**src/rtl/selftest_bus_arbiter.sv**
```systemverilog
// selftest_bus_arbiter
// Round-robin arbiter for four layer self-test units sharing one inter-layer
// bus. A granted owner drives the bus for up to HOLD_CYC cycles, or fewer if it
// drops its request. The bus then idles for GAP_CYC turnaround cycles before
// the next arbitration. Words carrying the 16'hBEEF frame marker are flagged and
// counted in a saturating counter.
module selftest_bus_arbiter #(
    parameter int HOLD_CYC = 2,
    parameter int GAP_CYC  = 1
) (
    input  logic         div_8_clk,
    input  logic         rst_n,
    input  logic [3:0]   req,
    input  logic [127:0] req_data,
    output logic [3:0]   gnt,
    output logic         bus_valid,
    output logic [31:0]  bus_data,
    output logic         frame_ok,
    output logic [7:0]   frame_cnt,
    output logic         busy,
    output logic [1:0]   last_owner
);

    typedef enum logic [1:0] {
        ST_IDLE  = 2'd0,
        ST_DRIVE = 2'd1,
        ST_GAP   = 2'd2
    } state_t;

    localparam logic [3:0] HOLD_MAX = 4'(HOLD_CYC);
    localparam logic [2:0] GAP_MAX  = 3'(GAP_CYC);
    localparam bit         HAS_GAP  = (GAP_CYC > 0);

    // Returns {found, index} of the first set request searched from ptr+1
    // upward with wrap-around; ptr itself has the lowest priority.
    function automatic logic [2:0] rr_pick(input logic [3:0] r, input logic [1:0] ptr);
        logic [2:0] res;
        logic [1:0] idx;
        res = 3'b000;
        for (int k = 4; k >= 1; k--) begin
            idx = ptr + 2'(k);
            if (r[idx]) begin
                res = {1'b1, idx};
            end else begin
                res = res;
            end
        end
        return res;
    endfunction

    state_t      state_q,      state_d;
    logic [1:0]  rr_ptr_q,     rr_ptr_d;
    logic [3:0]  hold_cnt_q,   hold_cnt_d;
    logic [2:0]  gap_cnt_q,    gap_cnt_d;
    logic [3:0]  gnt_q,        gnt_d;
    logic [1:0]  last_owner_q, last_owner_d;
    logic [7:0]  frame_cnt_q,  frame_cnt_d;
    logic [2:0]  win_s;
    logic        bus_valid_s;
    logic [31:0] bus_data_s;
    logic        frame_ok_s;

    assign win_s       = rr_pick(req, rr_ptr_q);
    assign bus_valid_s = (state_q == ST_DRIVE);
    assign bus_data_s  = bus_valid_s ? req_data[{last_owner_q, 5'd0} +: 32] : 32'h0000_0000;
    assign frame_ok_s  = bus_valid_s && (bus_data_s[15:0] == 16'hBEEF);

    assign gnt        = gnt_q;
    assign bus_valid  = bus_valid_s;
    assign bus_data   = bus_data_s;
    assign frame_ok   = frame_ok_s;
    assign frame_cnt  = frame_cnt_q;
    assign busy       = (state_q != ST_IDLE);
    assign last_owner = last_owner_q;

    // Next-state logic: arbitration, hold/turnaround counting and grant vector.
    always_comb begin
        state_d      = state_q;
        rr_ptr_d     = rr_ptr_q;
        hold_cnt_d   = hold_cnt_q;
        gap_cnt_d    = gap_cnt_q;
        gnt_d        = gnt_q;
        last_owner_d = last_owner_q;
        case (state_q)
            ST_IDLE: begin
                if (win_s[2]) begin
                    state_d      = ST_DRIVE;
                    gnt_d        = 4'b0001 << win_s[1:0];
                    last_owner_d = win_s[1:0];
                    rr_ptr_d     = win_s[1:0];
                    hold_cnt_d   = 4'd1;
                end else begin
                    state_d = ST_IDLE;
                    gnt_d   = 4'b0000;
                end
            end
            ST_DRIVE: begin
                // The owner always gets this cycle; release is decided at its end.
                if ((hold_cnt_q >= HOLD_MAX) || !req[last_owner_q]) begin
                    gnt_d      = 4'b0000;
                    hold_cnt_d = 4'd0;
                    if (HAS_GAP) begin
                        state_d   = ST_GAP;
                        gap_cnt_d = 3'd1;
                    end else begin
                        state_d   = ST_IDLE;
                        gap_cnt_d = 3'd0;
                    end
                end else begin
                    hold_cnt_d = hold_cnt_q + 4'd1;
                end
            end
            ST_GAP: begin
                gnt_d = 4'b0000;
                if (gap_cnt_q >= GAP_MAX) begin
                    state_d   = ST_IDLE;
                    gap_cnt_d = 3'd0;
                end else begin
                    gap_cnt_d = gap_cnt_q + 3'd1;
                end
            end
            default: begin
                state_d    = ST_IDLE;
                gnt_d      = 4'b0000;
                hold_cnt_d = 4'd0;
                gap_cnt_d  = 3'd0;
            end
        endcase
    end

    // Saturating count of marker words seen on the bus.
    always_comb begin
        frame_cnt_d = frame_cnt_q;
        if (frame_ok_s && (frame_cnt_q != 8'hFF)) begin
            frame_cnt_d = frame_cnt_q + 8'd1;
        end else begin
            frame_cnt_d = frame_cnt_q;
        end
    end

    // State and output registers with synchronous active-low reset.
    always_ff @(posedge div_8_clk) begin
        if (!rst_n) begin
            state_q      <= ST_IDLE;
            rr_ptr_q     <= 2'd3;
            hold_cnt_q   <= 4'd0;
            gap_cnt_q    <= 3'd0;
            gnt_q        <= 4'b0000;
            last_owner_q <= 2'd0;
            frame_cnt_q  <= 8'd0;
        end else begin
            state_q      <= state_d;
            rr_ptr_q     <= rr_ptr_d;
            hold_cnt_q   <= hold_cnt_d;
            gap_cnt_q    <= gap_cnt_d;
            gnt_q        <= gnt_d;
            last_owner_q <= last_owner_d;
            frame_cnt_q  <= frame_cnt_d;
        end
    end

endmodule

```
**config.mk**
```make
export PLATFORM = sky130hd
export DESIGN_NAME = selftest_bus_arbiter
export DESIGN_NICKNAME = d
export VERILOG_FILES = /design/src/rtl/selftest_bus_arbiter.sv
export SDC_FILE = /design/constraint.sdc
export NUM_CORES = 1
export LEC_CHECK = 0
export ABC_AREA = 1
export ABC_CLOCK_PERIOD_IN_PS = 1600
export CAP_MARGIN = 20
export CORE_ASPECT_RATIO = 1.1
export CORE_UTILIZATION = 34
export CTS_CLUSTER_DIAMETER = 30
export CTS_CLUSTER_SIZE = 40
export DETAILED_ROUTE_END_ITERATION = 6
export PLACE_DENSITY = 0.78
export SLEW_MARGIN = 20
export SYNTH_ARGS = -nofsm -noshare
export SYNTH_HDL_FRONTEND = slang
export SYNTH_SLANG_ARGS = --single-unit
export TNS_END_PERCENT = 20
```
**constraint.sdc**
```tcl
create_clock -name div_8_clk -period 1.6 [get_ports div_8_clk]
set_input_delay 0.32 -clock div_8_clk [delete_from_list [all_inputs] [get_ports div_8_clk]]
set_output_delay 0.32 -clock div_8_clk [all_outputs]
set_load 0.01 [all_outputs]
```
==> flow_summary_export.csv <==
group,metric,value,unit
outcome,status,"finished with violations",
outcome,violations,"setup timing",
flow_run,cap_violations,0,
synth,syn_area_per_cell,5.24,sq um
timing,post-route-min-period,2.05,ns
worst_setup_path,ff2ff_path_depth,13,
grt,grt_pass1_wl,19.5,mm
clock_tree,path_clk_slew,0.09,ns
cells_and_area,diodes,0,
worst_setup_path,cp-start-kind,"flip-flop",
cells_and_area,nFillCells,763,
clock_tree,h-tree-depth,1,
routing,vias,4490,
timing,skew,0.00617,ns
place,io_buffers,182,
synth,post-synth-top-count-cell,"nand2_1",
die,dieHeight,100,um
die,core_area,8450,sq um
routing,via_per_inst,4.96,
power_and_ir_drop,p_switching,3.13,mW
grt,grt_overflow,0,
worst_setup_path,r2r_slack,-0.36,ns
clock_tree,postCtsHoldBufs,0,
cells_and_area,final_area,5700,sq um
synth,synth_seq_area_share,0.168,
clock_tree,cts_buffer_depth,2,
clock_tree,root_buffer,"clkbuf_8",
worst_setup_path,crit_required,1.28,ns
power_and_ir_drop,pwr_density_cell,1150,nW/um^2
power_and_ir_drop,swShare,0.478,
worst_setup_path,r2r-start,"last_owner[0]",
place,pre_cts_ws,-0.839,ns
grt,grt_max_degree,21,
die,rows,35,
worst_hold_path,hold_path_class,"flip-flop to flip-flop",
grt,grt_use_total,0.257,
power_and_ir_drop,peakVddDrop,0.000926,V
worst_setup_path,worst-setup-path-type,"flip-flop to primary output",
timing,final.setup.tns,-9.38,ns
worst_setup_path,rr_endpoint,"frame_cnt[5]",
die,start_util,0.352,
grt,grt_pass1_vias,4246,
worst_setup_path,worstPathMaxFanout,11,
timing,max-slew-margin-rel,0.746,
place,place.gp.congestion,0.885,
place,dp_hpwl,9.42,mm
cells_and_area,drive_above_1_share,0.238,
synth,synth_warnings,0,
synth,syn_inst,568,
synth,ys_top_cells_by_area,"nand2_1, dfxtp_1, nor2_1, nand3_1, inv_1",
timing,hold_viol,0,
place,place_inst,897,
timing,setup_ws,-0.449,ns
worst_hold_path,holdPathEnd,"hold_cnt_q[3]",
power_and_ir_drop,total_power,6.55,mW
clock_tree,cts_tree,"yes",
routing,dr.pass1.iters,5,
power_and_ir_drop,p_int,3.42,mW
timing,fin_crit_sh,1.28,
synth,synth-edff-count,0,
routing,wirelength,12.4,mm
synth,syn-cell-area,2970,sq um
worst_setup_path,crit_chain,"inv_8 > buf_12 > nand2_1 > nand2_1 > nand2_1 > nand2_2 > nand3_1 > nor2_1 > nand3_1 > nor2_2 > buf_2",
place,place_area,5380,sq um
worst_hold_path,hold_depth,2,
die,num_io_pins,183,
grt,antenna_found_initial,0,
synth,yosys_register_bits,25,
power_and_ir_drop,power_frac_comb,0.799,
synth,synth_top_cells_by_count,"nand2_1, nor2_1, inv_1, nand3_1, o21ai_0",
timing,slew_viol_final,0,
timing,worst_pin_slew,0.378,ns
synth,synth_top_area_share,0.206,
timing,fmax,488,MHz
cells_and_area,instances_no_fill,906,
worst_setup_path,path_common_cell,"nand2_1",
power_and_ir_drop,p_clk_frac,0.059,
clock_tree,cts_buffers,3,
cells_and_area,nNetsFinal,939,
worst_setup_path,cp_slowest_stage_delay,0.40,ns
worst_setup_path,worstPathArrival,1.73,ns
synth,ys.flop_type,"dfxtp_1",
synth,syn_nets,711,
routing,wire_per_inst,13.7,um
routing,drt_iter0_markers,139,
power_and_ir_drop,power_leakage,2.77,nW
routing,drc_errors,0,
timing,finalSetupViolCount,45,
die,fp.dieArea,9130,sq um
clock_tree,clock-sinks,25,
synth,yosys.area.top_type,"nand2_1",
worst_hold_path,hold_path_startpoint,"hold_cnt_q[3]",
clock_tree,clk-insertion-delay-late,0.27,ns
worst_setup_path,cp_slowest_cell,"dfxtp_4",
cells_and_area,syn_to_final_growth,91.5,%
synth,ys_types,31,
timing,grt_setup_unrepaired,"yes",
routing,ant_nets,0,
die,die_w,91.2,um
power_and_ir_drop,power_frac_seq,0.142,
worst_setup_path,end_kind,"primary output",
synth,async_flop_share,0,
[cell families (layout without fill, tap and decap cells)]
| family | count (synthesis) | in the layout | synth area share |
|---|---|---|---|
| AO/OA/AOI/OAI | 91 | 91 | 0.162 |
| XOR/XNOR | 8 | 8 | 0.0236 |
| adder cells (fa/ha/maj) | 9 | 9 | 0.0379 |
| buffers and inverters | 100 | 327 | 0.142 |
| flip-flops | 25 | 25 | 0.168 |
| AND/OR/NAND/NOR | 335 | 335 | 0.467 |
[state kept, by name, summed over array words and instances (netlist names)]
signal,cells
frame_cnt,8
gap_cnt_q,3
last_owner,2
hold_cnt_q,4
gnt,4
rr_ptr_q,2
state_q,2
[layout make-up]
cell class | instances | area, sq um | area share
Sequential cell | 25 | 515 | 0.0905
Clock buffer | 3 | 41.3 | 0.00725
Clock inverter | 1 | 5.00 | 0.000879
Inverter | 71 | 277 | 0.0486
Timing Repair Buffer | 252 | 2390 | 0.420
Tap cell | 111 | 139 | 0.0244
Multi-Input combinational cell | 443 | 2330 | 0.409
[worst max-delay path by stage]
stage	from	endpoint	slack, ns	cells after the start
2_1_floorplan	last_owner[0]	frame_ok	-0.07	11
3_3_place_gp	req_data[103]	frame_ok	-0.84	10
3_5_place_dp	req_data[103]	frame_ok	-0.84	10
4_1_cts	last_owner[0]	frame_ok	-0.43	11
5_1_grt	last_owner[0]	frame_ok	-0.59	11
6_report	last_owner[0]	frame_ok	-0.45	11
[power by group through the flow]
stage | combinational [mW] | clock, mW | sequential (mW)
after floorplan | 2.58 | 0 | 0.879
after global placement | 4.73 | 0 | 0.889
after detailed placement | 4.83 | 0 | 0.897
after CTS | 4.98 | 0.384 | 0.917
after global routing | 5.73 | 0.414 | 0.948
final | 5.23 | 0.386 | 0.931
[critical path: cells and delay by family (launching register included)]
| family | cells | cell delay [ns] |
|---|---|---|
| buf+inv | 3 | 0.39 |
| flops | 1 | 0.40 |
| simple gates | 8 | 0.66 |
[what timing repair did]
action / 4_1_cts / 5_1_grt
gates resized for setup: 196 / 74
pin swaps: 16 / 28
setup endpoints to repair: 62 / 64
cloned: 1 / 1
buffers inserted: 3 / 1
[per-layer routing]
metal,vias up,part of all wire,wire length (um),global-route usage
met3,28,0.054,672,0.0295
met1,2059,0.42,5180,0.305
met2,153,0.50,6250,0.487
met4,0,0.026,329,0.0745
li1,2250,-,-,-
met5,-,0,0,0
[through the flow]
step           hold slack, ns  utilization
6_report                0.463        0.674
5_1_grt                 0.486        0.674
4_1_cts                 0.468        0.653
3_5_place_dp            0.454        0.636
3_3_place_gp            0.430        0.636
2_1_floorplan           0.419            -
[cells in the final DEF (no fill, tap or decap), types with 3 or more instances in the layout]
master,n
a21oi_1,32
a21oi_2,6
buf_12,8
buf_2,28
buf_4,48
buf_6,14
clkbuf_8,3
clkdlybuf4s50_1,139
dfxtp_1,17
dfxtp_2,6
dlygate4sd2_1,5
dlymetal6s2s_1,4
ha_1,7
inv_1,63
inv_2,5
nand2_1,143
nand2_2,21
nand3_1,43
nand3_2,20
nand4_1,3
nor2_1,87
nor2_2,4
nor2_4,4
o211ai_1,4
o21ai_0,18
o21ai_1,23
o21ai_2,3
xor2_1,6
Power figures use the tool's default switching activity.
